--- config.mk ---
export PLATFORM = sky130hd
export DESIGN_NAME = usb_slavefifo_engine
export DESIGN_NICKNAME = d
export VERILOG_FILES = /design/src/rtl/usb_fifo_pkg.sv /design/src/rtl/usb_fifo_skid.sv /design/src/rtl/usb_slavefifo_engine.sv
export SDC_FILE = /design/constraint.sdc
export NUM_CORES = 1
export LEC_CHECK = 0
export BUFFER_PORTS_ARGS = -buffer_cell sky130_fd_sc_hd__buf_2
export CAP_MARGIN = 10
export CORE_MARGIN = 4
export CORE_UTILIZATION = 43
export CTS_BUF_LIST = sky130_fd_sc_hd__clkbuf_16
export CTS_CLUSTER_DIAMETER = 60
export CTS_CLUSTER_SIZE = 10
export DETAILED_ROUTE_END_ITERATION = 8
export GPL_ROUTABILITY_DRIVEN = 0
export GPL_TIMING_DRIVEN = 1
export PLACE_DENSITY = 0.67
export SYNTH_ARGS = -nofsm -noshare
export SYNTH_HDL_FRONTEND = slang
export SYNTH_SLANG_ARGS = --single-unit
--- constraint.sdc ---
create_clock -name xIFCLK -period 3.3 [get_ports xIFCLK]
set_input_delay 0.165 -clock xIFCLK [delete_from_list [all_inputs] [get_ports xIFCLK]]
set_output_delay 0.165 -clock xIFCLK [all_outputs]
set_load 0.1 [all_outputs]
--- src/rtl/usb_fifo_pkg.sv ---
// Shared types for the FX2 slave-FIFO engine.
// FIFOADR codes, FSM states, burst counter width and pin decode.
package usb_fifo_pkg;

  localparam int BCNT_W = 10;

  localparam logic [1:0] EP2_ADR = 2'b00;
  localparam logic [1:0] EP6_ADR = 2'b10;

  typedef enum logic [3:0] {
    IDLE,
    RD_OE,
    RD_STROBE,
    RD_WAIT,
    WR_SETUP,
    WR_STROBE,
    WR_WAIT,
    PKTEND,
    TURN
  } state_t;

  typedef struct packed {
    logic [1:0] adr;
    logic       oe;
    logic       sloe_n;
    logic       slrd_n;
    logic       slwr_n;
    logic       pktend_n;
  } pins_t;

  // Pin levels for the state being entered; IDLE/TURN keep FIFOADR.
  function automatic pins_t pins_of(state_t s, logic [1:0] adr);
    pins_t p;
    p.adr      = adr;
    p.oe       = 1'b0;
    p.sloe_n   = 1'b1;
    p.slrd_n   = 1'b1;
    p.slwr_n   = 1'b1;
    p.pktend_n = 1'b1;
    case (s)
      RD_OE: begin
        p.adr    = EP2_ADR;
        p.sloe_n = 1'b0;
      end
      RD_STROBE: begin
        p.adr    = EP2_ADR;
        p.sloe_n = 1'b0;
        p.slrd_n = 1'b0;
      end
      RD_WAIT: begin
        p.adr    = EP2_ADR;
        p.sloe_n = 1'b0;
      end
      WR_SETUP, WR_WAIT: begin
        p.adr = EP6_ADR;
        p.oe  = 1'b1;
      end
      WR_STROBE: begin
        p.adr    = EP6_ADR;
        p.oe     = 1'b1;
        p.slwr_n = 1'b0;
      end
      PKTEND: begin
        p.adr      = EP6_ADR;
        p.oe       = 1'b1;
        p.pktend_n = 1'b0;
      end
      default: ;
    endcase
    return p;
  endfunction

endpackage

--- src/rtl/usb_fifo_skid.sv ---
// Two-entry ready/valid buffer on the host-to-device path.
// in_free tells the reader there is room for one more strobe.
module usb_fifo_skid #(
  parameter int W = 16
) (
  input  logic         clk,
  input  logic         rst,
  input  logic [W-1:0] in_data,
  input  logic         in_valid,
  output logic         in_free,
  output logic [W-1:0] out_data,
  output logic         out_valid,
  input  logic         out_ready
);

  logic [W-1:0] mem [2];
  logic         wp;
  logic         rp;
  logic [1:0]   cnt;
  logic         push;
  logic         pop;

  assign in_free   = cnt != 2'd2;
  assign out_valid = cnt != 2'd0;
  assign out_data  = mem[rp];
  assign push      = in_valid && in_free;
  assign pop       = out_valid && out_ready;

  // Storage needs no reset; occupancy is tracked by cnt.
  always_ff @(posedge clk) begin
    if (push) mem[wp] <= in_data;
  end

  // Pointers and occupancy.
  always_ff @(posedge clk or posedge rst) begin
    if (rst) begin
      wp  <= 1'b0;
      rp  <= 1'b0;
      cnt <= 2'd0;
    end else begin
      if (push) wp <= ~wp;
      if (pop)  rp <= ~rp;
      cnt <= cnt + {1'b0, push} - {1'b0, pop};
    end
  end

endmodule

--- src/rtl/usb_slavefifo_engine.sv ---
// FX2 slave-FIFO master: EP2 OUT -> OUT stream, IN stream -> EP6.
// Optional counters under `USB_SLAVEFIFO_STATS_EN.
module usb_slavefifo_engine
  import usb_fifo_pkg::*;
#(
  parameter int BURST_MAX = 256
) (
  input  logic        xIFCLK,
  input  logic        RST,
  input  logic [15:0] FD_I,
  output logic [15:0] FD_O,
  output logic        FD_OE,
  output logic [1:0]  FIFOADR,
  output logic        SLRD_N,
  output logic        SLWR_N,
  output logic        SLOE_N,
  output logic        PKTEND_N,
  input  logic        EP2_EMPTY_N,
  input  logic        EP6_FULL_N,
  output logic [15:0] OUT_DATA,
  output logic        OUT_VALID,
  input  logic        OUT_READY,
  input  logic [15:0] IN_DATA,
  input  logic        IN_LAST,
  input  logic        IN_VALID,
  output logic        IN_READY
`ifdef USB_SLAVEFIFO_STATS_EN
  ,
  output logic [31:0] STAT_RD_WORDS,
  output logic [31:0] STAT_WR_WORDS,
  output logic [15:0] STAT_PKTENDS
`endif
);

  localparam logic [BCNT_W-1:0] BLIM = BCNT_W'(BURST_MAX - 1);

  state_t            st;
  state_t            nxt;
  pins_t             pins_nxt;
  logic [BCNT_W-1:0] bcnt;
  logic              last_wr;
  logic              last_pend;
  logic              sk_free;
  logic              cap;
  logic              rd_req;
  logic              wr_req;
  logic              done;
  logic              accept;

  assign rd_req   = EP2_EMPTY_N && sk_free;
  assign wr_req   = IN_VALID && EP6_FULL_N;
  assign done     = bcnt >= BLIM;
  assign cap      = st == RD_STROBE;
  assign accept   = wr_req &&
                    (st == WR_SETUP ||
                     (st == WR_WAIT && !last_pend && !done));
  assign IN_READY = accept;
  assign pins_nxt = pins_of(nxt, FIFOADR);

  usb_fifo_skid #(.W(16)) u_skid (
    .clk      (xIFCLK),
    .rst      (RST),
    .in_data  (FD_I),
    .in_valid (cap),
    .in_free  (sk_free),
    .out_data (OUT_DATA),
    .out_valid(OUT_VALID),
    .out_ready(OUT_READY)
  );

  // Next state: round-robin in IDLE, burst continuation in WAIT states.
  always_comb begin
    nxt = st;
    case (st)
      IDLE: begin
        if (rd_req && (!wr_req || last_wr)) nxt = RD_OE;
        else if (wr_req)                    nxt = WR_SETUP;
      end
      RD_OE:     nxt = RD_STROBE;
      RD_STROBE: nxt = RD_WAIT;
      RD_WAIT:   nxt = (rd_req && !done) ? RD_STROBE : TURN;
      WR_SETUP:  nxt = accept ? WR_STROBE : TURN;
      WR_STROBE: nxt = WR_WAIT;
      WR_WAIT: begin
        if (last_pend)   nxt = PKTEND;
        else if (accept) nxt = WR_STROBE;
        else             nxt = TURN;
      end
      PKTEND:  nxt = TURN;
      TURN:    nxt = IDLE;
      default: nxt = IDLE;
    endcase
  end

  // State, registered pins, write data, burst count and arbitration.
  always_ff @(posedge xIFCLK or posedge RST) begin
    if (RST) begin
      st        <= IDLE;
      FD_O      <= 16'h0;
      FIFOADR   <= EP2_ADR;
      FD_OE     <= 1'b0;
      SLOE_N    <= 1'b1;
      SLRD_N    <= 1'b1;
      SLWR_N    <= 1'b1;
      PKTEND_N  <= 1'b1;
      bcnt      <= '0;
      last_wr   <= 1'b1;
      last_pend <= 1'b0;
    end else begin
      st <= nxt;
      {FIFOADR, FD_OE, SLOE_N, SLRD_N, SLWR_N, PKTEND_N} <= pins_nxt;
      if (accept) begin
        FD_O      <= IN_DATA;
        last_pend <= IN_LAST;
      end else if (st == PKTEND) begin
        last_pend <= 1'b0;
      end
      if (nxt == RD_OE || nxt == WR_SETUP) begin
        bcnt <= '0;
      end else if (((st == RD_WAIT && nxt == RD_STROBE) ||
                    (st == WR_WAIT && nxt == WR_STROBE)) &&
                   bcnt != '1) begin
        bcnt <= bcnt + 1'b1;
      end
      if (st == IDLE && nxt == RD_OE)    last_wr <= 1'b0;
      if (st == IDLE && nxt == WR_SETUP) last_wr <= 1'b1;
    end
  end

`ifdef USB_SLAVEFIFO_STATS_EN
  // Wrapping strobe counters.
  always_ff @(posedge xIFCLK or posedge RST) begin
    if (RST) begin
      STAT_RD_WORDS <= '0;
      STAT_WR_WORDS <= '0;
      STAT_PKTENDS  <= '0;
    end else begin
      if (!SLRD_N)   STAT_RD_WORDS <= STAT_RD_WORDS + 1'b1;
      if (!SLWR_N)   STAT_WR_WORDS <= STAT_WR_WORDS + 1'b1;
      if (!PKTEND_N) STAT_PKTENDS  <= STAT_PKTENDS + 1'b1;
    end
  end
`endif

endmodule
* After elaboration in Yosys (flattened, before gate mapping)
Memories as Yosys holds them, arrays and structs flattened. Index checks and enable logic that the tools add are counted. Widths: inputs -> output; s select.
Storage, ports and cells: flip-flop bits (word level) 43, bits in writable memories 32, input bits 39, output and inout bits 41, memories kept 1
Cells by class: add/sub/neg operators 3, magnitude comparators 1, equality and inequality tests 16, mux-type cells 20, bitwise logic cells 2, reductions and logical operators 29
Memories:
- u_skid.mem | words 2, bits a word 16, read ports 1, clocked after Yosys merged registers in 0, wr ports 1, line usb_fifo_skid.sv:16 | logic [W-1:0] mem [2];
Operators by type and width (count):
- $eq 4x3->1 const B | 8
- $pmux 4 s8 | 1
- $mux 10 | 2
- $mux 4 | 5
- $eq 4x2->1 const B | 4
- $logic_and 1x1->1 | 14
- $mux 1 | 11
- $add 10x1->10 const B | 1
- $ge 10x8->1 const B | 1
- $ne 10x10->1 const B | 1
- $reduce_bool 2->1 | 5
- $eq 4x1->1 const B | 2
- $logic_not 4->1 | 1
- $logic_or 1x1->1 | 4
- $pmux 2 s2 | 1
- $reduce_or 4->1 | 1
- $logic_not 1->1 | 3
- $reduce_or 3->1 | 1
- $add 2x1->2 | 1
- $ne 2x2->1 const B | 1
- $not 1->1 | 2
- $sub 2x1->2 | 1

* Logic depth before layout (Yosys ltp)
Gate-level depths: netlist of run 1.
depth after elaboration 14, mapped depth 7

* Cells and area by module
Synthesis of run 1 repeated with hierarchy kept, for this count alone.
Unflattened totals: cell total of the unflattened synthesis 222, area, all modules 3243.1 um2
By module, submodules not included:
- usb_slavefifo_engine | times used 1, cells each 154, area each 1876.8 um2
- usb_fifo_skid | times used 1, cells each 68, area each 1366.3 um2

* Worst setup path after synthesis of run 1
No wires, ideal clock.
path type register to register, start point reg bcnt[0], end point reg FD_O[15], setup time 0.125 ns, arrival 2.315 ns, data required time 3.175 ns, setup slack 0.860 ns, stages on the path, launching flop included 8, clock period less this slack 2.440 ns, path through dfrtp_1 -> ha_1 -> nand4_1 -> o21ai_1 -> o21a_1 -> nor2_2 -> buf_2 -> mux2_2
On the way: cells in the longest elaborated chain, start to end 5
Ends and longest elaborated chain:
- start: declaration | line usb_slavefifo_engine.sv:40 | logic [BCNT_W-1:0] bcnt;
- start signal: assignment | line usb_slavefifo_engine.sv:123 | bcnt <= bcnt + 1'b1;
- $ge 10x8->1 | line usb_slavefifo_engine.sv:52 | assign done = bcnt >= BLIM;
- $logic_not 1->1 | line usb_slavefifo_engine.sv:56 | (st == WR_WAIT && !last_pend && !done));
- $logic_and 1x1->1 | line usb_slavefifo_engine.sv:56
- $logic_or 1x1->1 | line usb_slavefifo_engine.sv:55 | (st == WR_SETUP ||
- $logic_and 1x1->1 | line usb_slavefifo_engine.sv:54 | assign accept = wr_req &&
- named net IN_READY | line usb_slavefifo_engine.sv:26 | output logic IN_READY
- end signal: assignment | line usb_slavefifo_engine.sv:99 | FD_O <= 16'h0;
- end signal: assignment | line usb_slavefifo_engine.sv:113 | FD_O <= IN_DATA;
- end: declaration | line usb_slavefifo_engine.sv:11 | output logic [15:0] FD_O,
The timed path passes the listed nets, and every way through them passes these cells. A chain may end at the register's enable or synchronous reset.

* Final worst setup path of run 1
start point reg bcnt[0], end point out IN_READY
On the way: cells in the longest elaborated chain, start to end 5
Ends and longest elaborated chain (line):
- $ge 10x8->1 | usb_slavefifo_engine.sv:52
- $logic_not 1->1 | usb_slavefifo_engine.sv:56
- $logic_and 1x1->1 | usb_slavefifo_engine.sv:56
- $logic_or 1x1->1 | usb_slavefifo_engine.sv:55
- $logic_and 1x1->1 | usb_slavefifo_engine.sv:54
- end: declaration | usb_slavefifo_engine.sv:26
No other way between the ends.

==> key figures, run 1 <==
Synthesis
  • Sequential area share after synthesis: between 60% and 70%
  • Synth Warn #: 0
  • Post-synth EDFFs: 32
  • FFs w/ async S/R, synth: between 50% and 60%
  • Syn Std Cell Area: approximately 0.0031 mm^2
  • Syn_nets: 260
  • Syn Area/Cell: 14.1 um^2
  • Post-synthesis register bit count: 74
  • Ys flop type: dfrtp_1
  • Mapped Cells: 218
  • Count of different cell masters after synthesis: 46

CTS
  • Longest Clk Path Bufs: 2
  • Clock root buffer: clkbuf_16
  • Hold_buf cts: 1
  • Worst skew pair latency: 0.33 ns
  • Post-CTS setup buffer count: 0
  • Clock Pin Slew Worst Setup and Hold Paths: around 0.060 ns
  • TritonCTS Buffers: 9
  • H-Tree Depth: 3
  • Sink Count: 74
  • PostCTS Resize Cnt: 0
  • CTS tree: done

Cells and area
  • Fill cells: roughly 570
  • Diode count: 0
  • Fin area: just under 0.004 mm^2
  • Syn-to-layout area delta: 26.2%
  • Share of layout cells above drive strength 1: 45.3%
  • Final core occ: a little under three fifths
  • Final net count: 346

Critical path
  • CP max-delay cell: buf_2
  • WS Path Type: flip-flop to output pin
  • CP peak stage delay: a little over 0.5 ns
  • Crit path from: bcnt[0]$_DFFE_PP0P_
  • Cell Chain, Critical Path: ha_1, nand4_1, o21ai_1, o21a_1, nor2_2, buf_2
  • Worst reg-to-reg setup slack: ~1.1 ns
  • CP endpoint: IN_READY
  • Reg-to-reg endpoint: FD_O[3]$_DFFE_PP0P_
  • Startpoint types: flip-flop
  • Crit end category: output pin
  • R2R depth: 7
  • WP data required: ~3.1 ns
  • Critical Path Fanout Max: 10
  • Worst Path Arrival: 2.36 ns
  • R2r startpoint: bcnt[0]$_DFFE_PP0P_

Die
  • Core Rows: 30
  • DIE AREA: about 0.0085 mm^2
  • Initial Util: between 40 and 50%
  • I/O pins: 80
  • CORE AREA: 0.00687 mm^2
  • Die width: 92.4 um
  • Die height: between 90 and 100 um

Timing
  • Relative slew slack: between 40% and 50%
  • Final period utilization: between 70% and 80%
  • Clock Skew: 0.00668 ns
  • # setup viols final: 0
  • Final hold vios: 0
  • Max Clk Rate: between 0.3 and 0.4 GHz
  • Max-slew violations: 0
  • Setup ws final: slightly below 0.8 ns
  • Setup TNS: 0 ns
  • Worst slew pin tran: between 0.7 and 0.8 ns
  • Unrepaired setup endpoints after global routing: no
  • Post-layout minimum cycle time: roughly 2.5 ns

Min path
  • Hold Path Class: input pin to flip-flop
  • Critical hold path startpoint: FD_I[9]

GRT
  • Total grt overflow: 0
  • Vias in the first global route: 2117
  • Initial antenna violation count: 0
  • First-pass GRT wire length: 9610 um
  • Largest net degree at the start of global routing: between 40 and 50
  • GRT Total Usage: ~14%

Route
  • Post-DR wirelength/cell: around 14 um
  • Vias per cell: 5.03
  • DR vias: roughly 2000
  • DR DRC count: 0
  • Total wire length: ~5600 um
  • Initial DRC Count: 84
  • Final ANT Viol Nets: 0
  • Pre-antenna DRT Iters: 4

Placed design
  • PortBufs: 78
  • Placed inst area: roughly 0.0036 mm^2
  • Post-place setup slack: roughly 1.0 ns
  • HPWL after DPL: between 3000 and 4000 um

Status
  • Outcome: completed

Job
  • Max Cap Violations: 0
[area by class of cell]
cell class / instances / area, um^2 / share of cell area (%)
tap: 96 / 120 / 3.10
multi-input combinational: 131 / 986 / 25.5
clock buffer: 9 / 225 / 5.82
inverter: 6 / 22.5 / 0.582
clock inverter: 7 / 73.8 / 1.91
timing repair buffer: 82 / 423 / 10.9
sequential: 74 / 2020 / 52.2
[layer usage]
metal  global-route usage [%]  share of wire (%)  vias up
li1                         -                  -      974
met1                     17.3                 43      997
met2                     23.2                 48       57
met3                     4.14                6.7       11
met4                     7.43                2.2        0
met5                        0                  0        -
[cell usage after synthesis (2+ instances only)]
cell type / number / area, um^2
or4_1: 3 / 22.5
nand2_1: 12 / 45.0
ha_1: 3 / 37.5
mux2_2: 32 / 360
nand3_1: 8 / 40.0
dfstp_2: 5 / 131
or2_2: 3 / 18.8
nor2_1: 9 / 33.8
a21o_1: 5 / 37.5
xor2_1: 2 / 17.5
nand4_1: 2 / 12.5
inv_1: 6 / 22.5
edfxtp_1: 32 / 961
nor3_1: 2 / 10.0
o2bb2ai_1: 2 / 17.5
and2_1: 4 / 25.0
o211ai_1: 4 / 30.0
clkbuf_1: 4 / 15.0
a21oi_1: 5 / 25.0
o21ai_0: 5 / 25.0
xnor2_1: 3 / 26.3
dfrtp_1: 37 / 926
nand2b_1: 3 / 18.8
nor2b_1: 3 / 18.8
o31ai_1: 3 / 22.5
[worst max-delay path, delay by kind of cell, from the launching register on]
kind / cells / cell delay [ns]
AND/OR/NAND/NOR: 2 / 0.47
AO/OA/AOI/OAI: 2 / 0.37
flip-flops: 1 / 0.42
adder cells (fa/ha/maj): 1 / 0.25
buffers and inverters: 1 / 0.51
[through the flow]
stage | instances | hold WS (ns)
finish | 405 | 0.0202
global route | 405 | 0.0130
CTS | 405 | 0.0117
detailed placement | 388 | 0.334
global placement | 388 | 0.326
floorplan | 218 | 0.264
[worst min path at each step]
| stage | slack, ns | end | cells after the start |
|---|---|---|---|
| after global placement | 0.33 | FD_O[4]$_DFFE_PP0P_ | 3 |
| after floorplan | 0.26 | u_skid.mem[0][0]$_DFFE_PP_ | 0 |
| after detailed placement | 0.33 | FD_O[4]$_DFFE_PP0P_ | 3 |
| after global routing | 0.01 | u_skid.mem[0][9]$_DFFE_PP_ | 1 |
| final | 0.02 | u_skid.mem[0][9]$_DFFE_PP_ | 1 |
| after CTS | 0.01 | u_skid.mem[0][9]$_DFFE_PP_ | 1 |
[state kept, by name, indices dropped and copies added, names as in the netlist]
signal	flops
SLOE_N	1
FD_O	16
FIFOADR	1
last_pend	1
u_skid.mem	32
u_skid.wp	1
u_skid.rp	1
SLRD_N	1
u_skid.cnt	2
last_wr	1
SLWR_N	1
FD_OE	1
PKTEND_N	1
st	4
bcnt	10
[cells in the final DEF, fill, tap and decap left out, types with 4 or more instances in the layout]
cell / netlist / layout
o211ai_1: 4 / 4
and2_1: 4 / 4
a21o_1: 5 / 5
nor2_1: 9 / 9
edfxtp_1: 32 / 32
clkbuf_16: 0 / 9
inv_1: 6 / 6
dfrtp_1: 37 / 37
a21oi_1: 5 / 5
buf_2: 1 / 78
nand3_1: 8 / 8
mux2_2: 32 / 32
dfstp_2: 5 / 5
o21ai_0: 5 / 5
nand2_1: 12 / 12
[kinds of logic (layout without fill, tap and decap cells)]
kind of cell	count (synthesis)	in the layout	share of synthesized area, %
muxes	32	32	11.8
AOI/OAI and AO/OA	31	31	6.90
other	1	1	0.122
and+or+nand+nor	59	59	10.7
adders and majority gates	3	3	1.22
buffers and inverters	13	104	2.00
DFF	74	74	65.8
xor gates and xnor gates	5	5	1.43
Power of run 1 is not shown: default switching activity piles up to over one toggle a cycle in this logic, so the estimate is an artifact.
==> run 2, diff against run 1 <==
- clock period: 3.3 -> 2.6 ns (I/O delays scaled with it)
==> run 2 against run 1 <==
Effect of this change: cell area increased by 4.4%; critical path depth rose by 1; critical endpoint unchanged; hold slack got worse by 0.010 ns; register-to-register slack worse by 0.60 ns; setup slack got worse by 0.36 ns; die area is the same; largest cell class unchanged; non-clock buffer count is 17 higher; highest routed layer unchanged; via count rose by 2.3%; count of clock-buffer cells in the layout stayed put.
==> key figures, run 2 (synthesis results as in run 1) <==
Status
  • Outcome: completed

Timing
  • # setup viols final: 0
  • Final period utilization: a little over four fifths
  • Setup TNS: 0 ns
  • Relative slew slack: roughly 54%
  • Final hold vios: 0
  • Post-layout minimum cycle time: 2.18 ns
  • Worst slew pin tran: roughly 0.70 ns
  • Max Clk Rate: 0.458 GHz
  • Unrepaired setup endpoints after global routing: no
  • Clock Skew: about 0.0058 ns
  • Max-slew violations: 0

CTS
  • Clock root buffer: clkbuf_16
  • Sink Count: 74
  • CTS tree: done
  • H-Tree Depth: 3
  • Clock Pin Slew Worst Setup and Hold Paths: roughly 0.06 ns
  • Worst skew pair latency: around 0.33 ns
  • Longest Clk Path Bufs: 2
  • TritonCTS Buffers: 9
  • PostCTS Resize Cnt: 0

Route
  • Initial DRC Count: 88
  • Post-DR wirelength/cell: roughly 14 um
  • Final ANT Viol Nets: 0
  • DR vias: ~2100
  • Vias per cell: roughly 4.9
  • Total wire length: roughly 6000 um
  • DR DRC count: 0
  • Pre-antenna DRT Iters: 4

Die
  • Core Rows: 30
  • I/O pins: 80
  • Initial Util: about 45%
  • Die width: between 90 and 100 um
  • Die height: a little over 90 um
  • DIE AREA: ~0.0085 mm^2
  • CORE AREA: ~0.0069 mm^2

Critical path
  • Worst reg-to-reg setup slack: between 0.4 and 0.5 ns
  • CP max-delay cell: dfrtp_1
  • Startpoint types: flip-flop
  • Reg-to-reg endpoint: bcnt[5]$_DFFE_PP0P_
  • Worst path depth: 7
  • R2r startpoint: st[1]$_DFF_PP0_
  • Crit path from: bcnt[0]$_DFFE_PP0P_
  • WP data required: approximately 2.5 ns
  • Buffers & Inverters on Critical Path: 2
  • CP peak stage delay: ~0.40 ns
  • Cell Chain, Critical Path: ha_1, nand4_1, o21ai_1, o21a_1, nor2_2, buf_4, buf_12
  • Crit end category: output pin
  • Critical Path Fanout Max: 19
  • CP delay by family, top: compound AO/OA/AOI/OAI gates
  • WS Path Type: flip-flop to output pin
  • R2R depth: 5
  • Worst Path Arrival: roughly 2.1 ns
  • CP endpoint: IN_READY

Min path
  • Worst hold path depth: 2
  • Hold Path Class: input pin to flip-flop

Cells and area
  • Seq. cell area: approximately 0.0020 mm^2
  • Final net count: 363
  • Share of layout cells above drive strength 1: 43.3%
  • Most common cell after layout, fill and taps aside: buf_2
  • Max FFs per register: 32
  • Syn-to-layout area delta: 31.7%
  • Largest regs: u_skid.mem: 32 flops, FD_O: 16 flops, bcnt: 10 flops
  • Multi-input logic area: 986 um^2
  • Fill cells: 566
  • Commonest cells after routing, fill and taps aside: buf_2 (77), dfrtp_1 (37), mux2_2 (32), edfxtp_1 (32), dlygate4sd3_1 (17)
  • Diode count: 0
  • Register with the most flip-flops: u_skid.mem

GRT
  • Largest net degree at the start of global routing: 43
  • GRT Total Usage: between 10% and 20%
  • Initial antenna violation count: 0
  • First-pass GRT wire length: roughly 10000 um
  • Total grt overflow: 0
  • Vias in the first global route: approximately 2200

Job
  • Max Cap Violations: 0

Placed design
  • PortBufs: 78
  • HPWL after DPL: between 3000 and 4000 um
## run 2: cell count changes in the layout (fill, tap and decap cells not counted), sizes merged
cell	previous run	this run
dlygate4sd3	1	17
clkinvlp	1	3
buf	81	82
bufinv	1	0
clkinv	2	1
## run 2: how the worst min path moves through the flow
| stage | from | end | slack (ns) |
|---|---|---|---|
| 3_3_place_gp | RST | FD_O[4]$_DFFE_PP0P_ | 0.29 |
| 3_5_place_dp | RST | FD_O[5]$_DFFE_PP0P_ | 0.29 |
| 6_report | IN_LAST | last_pend$_DFFE_PP0P_ | 0.01 |
| 2_1_floorplan | FD_I[0] | u_skid.mem[0][0]$_DFFE_PP_ | 0.23 |
| 4_1_cts | FD_I[2] | u_skid.mem[1][2]$_DFFE_PP_ | 0.001 |
| 5_1_grt | IN_LAST | last_pend$_DFFE_PP0P_ | 0.02 |
## run 2: worst reg2reg max path, stage by stage (launching register included)
cell and delay, ns:
dfrtp_1 0.55, nand4bb_1 0.16, or3_1 0.37, a21o_1 0.30
or4_1 0.52, a21oi_1 0.17
## run 2: what timing repair did
action | in CTS | in global routing
endpoints found under the setup margin | 0 | 0
hold endpoints to repair | 66 | 2
buffers inserted | 0 | 0
hold buffers | 16 | 1
## run 2: area by class of cell
| type | count | area share [%] |
|---|---|---|
| clock inverters | 7 | 1.49 |
| repair buffers | 99 | 15.0 |
| multi-input cells | 131 | 24.4 |
| flip-flops and latches | 74 | 50.0 |
| inverters | 6 | 0.558 |
| well taps | 96 | 2.97 |
| clock buffers | 9 | 5.58 |
## run 2: through the flow
stage	hold WS (ns)	std cells	area, um^2	setup WS (ns)	util (%)
detailed placement	0.293	389	3580	0.478	52.1
global placement	0.292	389	3580	0.555	52.1
finish	0.00997	422	4040	0.417	58.8
floorplan	0.229	218	3070	0.160	-
global route	0.0182	422	4040	0.301	58.8
CTS	0.00102	421	4030	0.404	58.6
## run 2: per-layer routing
layer / wire, um / part of all wire [%] / track usage [%] / up-vias
li1: - / - / - / 1012
met1: 2560 / 43 / 17.8 / 994
met2: 2910 / 49 / 25.5 / 73
met3: 442 / 7.4 / 5.85 / 6
met4: 57 / 0.95 / 4.83 / 0
met5: 0 / 0 / 0 / -
Power of run 2 is left out for the same reason.
==> run 3, diff against run 2 <==
- ABC_AREA: unset -> 1
- clock period: 2.6 -> 2.1 ns (I/O delays scaled with it)
==> run 3 against run 2 <==
Effect of this change: first-iteration DRC count is 20% higher; core utilization is 0.83 points higher; die area is 4.9% higher; sequential share of layout area is 3.6 points lower; critical path type unchanged; critical endpoint unchanged; global-route usage is 1.2 points higher; count of clock-buffer cells in the layout stayed put; clock skew is 0.0011 ns lower; synthesized area is 5.3% higher; wire length is 14% higher; register-to-register slack worse by 0.13 ns.
==> key figures, run 3 <==
Status
  • Outcome: completed

GRT
  • GR peak layer: met2
  • Initial antenna violation count: 0
  • GRT met3 Usage: 2.95%
  • Largest net degree at the start of global routing: 43
  • Grt met1 use: approximately 21%
  • GRT Total Usage: 16.3%
  • Vias in the first global route: ~2500
  • Met2 usage: roughly 27%
  • Total grt overflow: 0
  • First-pass GRT wire length: 11200 um

Critical path
  • R2R depth: 9
  • Buffers & Inverters on Critical Path: 2
  • R2r startpoint: bcnt[0]$_DFFE_PP0P_
  • CP endpoint: IN_READY
  • Cell Chain, Critical Path: ha_1, inv_1, nor2_1, a21oi_1, nand2_2, nand2_2, buf_12
  • WS Path Type: flip-flop to output pin
  • Startpoint types: flip-flop
  • Worst Path Arrival: ~1.8 ns
  • Crit path from: bcnt[0]$_DFFE_PP0P_
  • Reg-to-reg endpoint: FD_O[1]$_DFFE_PP0P_
  • Worst path depth: 7
  • CP peak stage delay: between 0.3 and 0.4 ns
  • CP max-delay cell: dfrtp_1
  • Critical Path Fanout Max: 14
  • WP data required: roughly 2 ns
  • Worst reg-to-reg setup slack: 0.32 ns
  • Worst path most repeated cell: nand2_2
  • Crit end category: output pin
  • CP delay by family, top: simple AND/OR/NAND/NOR gates

Placed design
  • Placed cell count: around 500
  • PortBufs: 78
  • HPWL after DPL: roughly 4500 um
  • Post-place setup slack: about 0.32 ns

Route
  • Initial DRC Count: roughly 110
  • DR vias: roughly 2500
  • Pre-antenna DRT Iters: 5
  • DR DRC count: 0
  • Final ANT Viol Nets: 0
  • Vias per cell: between 4 and 5
  • Post-DR wirelength/cell: around 13 um
  • Total wire length: 6830 um

Die
  • CORE AREA: roughly 0.0073 mm^2
  • I/O pins: 80
  • Initial Util: between 40% and 50%
  • Core Rows: 31
  • Die width: about 95 um
  • DIE AREA: 0.00896 mm^2
  • Die height: roughly 95 um

Synthesis
  • Ys flop type: dfrtp_1
  • FFs w/ async S/R, synth: 56.8%
  • Count leader, synth: nand2_1
  • Sequential area share after synthesis: a little over three fifths
  • Count of different cell masters after synthesis: 35
  • Syn Area/Cell: just over 10 um^2
  • Post-synth EDFFs: 32
  • Synth area leader: edfxtp_1
  • Commonest cells post-synth: nand2_1 (121), dfrtp_1 (37), edfxtp_1 (32)
  • Post-synthesis register bit count: 74
  • Mapped Cells: 320
  • Synth area leaders: edfxtp_1 (30%), dfrtp_1 (29%), nand2_1 (14%)
  • Synth Warn #: 0
  • Syn_nets: about 360
  • Syn Std Cell Area: between 0.003 and 0.004 mm^2
  • Yosys top cell area share: around 30%

Cells and area
  • Diode count: 0
  • Most common cell after layout, fill and taps aside: nand2_1
  • Commonest cells after routing, fill and taps aside: nand2_1 (121), buf_2 (77), dfrtp_1 (37)
  • Final core occ: a little under 60%
  • Register with the most flip-flops: u_skid.mem
  • Syn-to-layout area delta: 34.7%
  • Share of layout cells above drive strength 1: about a third
  • Max FFs per register: 32
  • Largest regs: u_skid.mem: 32 flops, FD_O: 16 flops, bcnt: 10 flops
  • Post-Layout Cell Count: between 500 and 600
  • Final net count: around 480

CTS
  • Clock root buffer: clkbuf_16
  • TritonCTS Buffers: 9
  • H-Tree Depth: 3
  • Longest Clk Path Bufs: 2
  • Sink Count: 74
  • Clock Pin Slew Worst Setup and Hold Paths: around 0.06 ns
  • CTS tree: done
  • Worst skew pair latency: ~0.33 ns

Timing
  • Worst slew pin tran: between 0.5 and 0.6 ns
  • Setup TNS: 0 ns
  • Final hold vios: 0
  • Max Clk Rate: ~0.52 GHz
  • Unrepaired setup endpoints after global routing: no
  • Clock Skew: roughly 0.0047 ns
  • Setup ws final: 0.164 ns
  • # setup viols final: 0
  • Max-slew violations: 0
  • Final period utilization: 92.2%
  • Post-layout minimum cycle time: just under 2 ns
  • Relative slew slack: between 60% and 70%

Min path
  • Hold Path Class: input pin to flip-flop

Job
  • Max Cap Violations: 0
-- run 3: changes by cell type after synthesis, sizes merged, moves of 4 or more --
cell and delta:
a21oi +5, a21o -5, and2 -4, inv +27
mux2 -32, nand2 +118, nor2 +18
-- run 3: layout make-up --
cell class                      count  area [um^2]
Clock buffer                        9          225
Clock inverter                      7         45.0
Fill cell                         642         2950
Inverter                           34          128
Multi-Input combinational cell    205         1030
Sequential cell                    74         2020
Tap cell                           99          124
Timing Repair Buffer              116          773
-- run 3: worst min-delay path, delay by kind of cell --
family        cells  cell delay (ns)
buf+inv           1             0.07
simple gates      2             0.12
-- run 3: through the flow --
step | hold WS, ns | area [um^2]
2_1_floorplan | 0.204 | 3230
3_3_place_gp | 0.267 | 3750
3_5_place_dp | 0.268 | 3750
4_1_cts | 0.00371 | 4350
5_1_grt | 0.0200 | 4350
6_report | 0.00913 | 4350
-- run 3: layer usage --
metal  vias to the layer above  routed length (um)
met4                         0                 118
met2                        75                3350
met5                         -                   0
li1                       1247                   -
met1                      1132                2980
met3                        11                 385
-- run 3: worst min path at each step --
stage               cells past startpoint  slack (ns)                    endpoint        from
CTS                                     3       0.004         FD_O[1]$_DFFE_PP0P_  IN_DATA[1]
floorplan                               0        0.20  u_skid.mem[0][0]$_DFFE_PP_     FD_I[0]
global placement                        3        0.27      FIFOADR[1]$_DFFE_PP0P_         RST
finish                                  3       0.009         FD_O[1]$_DFFE_PP0P_  IN_DATA[1]
detailed placement                      3        0.27      FIFOADR[1]$_DFFE_PP0P_         RST
global route                            3        0.02         FD_O[1]$_DFFE_PP0P_  IN_DATA[1]
-- run 3: what timing repair did --
item | 4_1_cts | 5_1_grt
gates resized for setup | 0 | 0
hold buffers | 33 | 0
setup buffers | 0 | 0
endpoints found under the hold margin | 85 | 0
-- run 3: cell families after synthesis --
kind of cell	Yosys count	synth area share, %
AOI/OAI and AO/OA	20	3.76
xor gates and xnor gates	4	1.09
adders and majority gates	3	1.16
buffers and inverters	41	5.46
DFF	74	62.5
other	1	0.116
and+or+nand+nor	177	25.9
Power of run 3 is left out for the same reason.
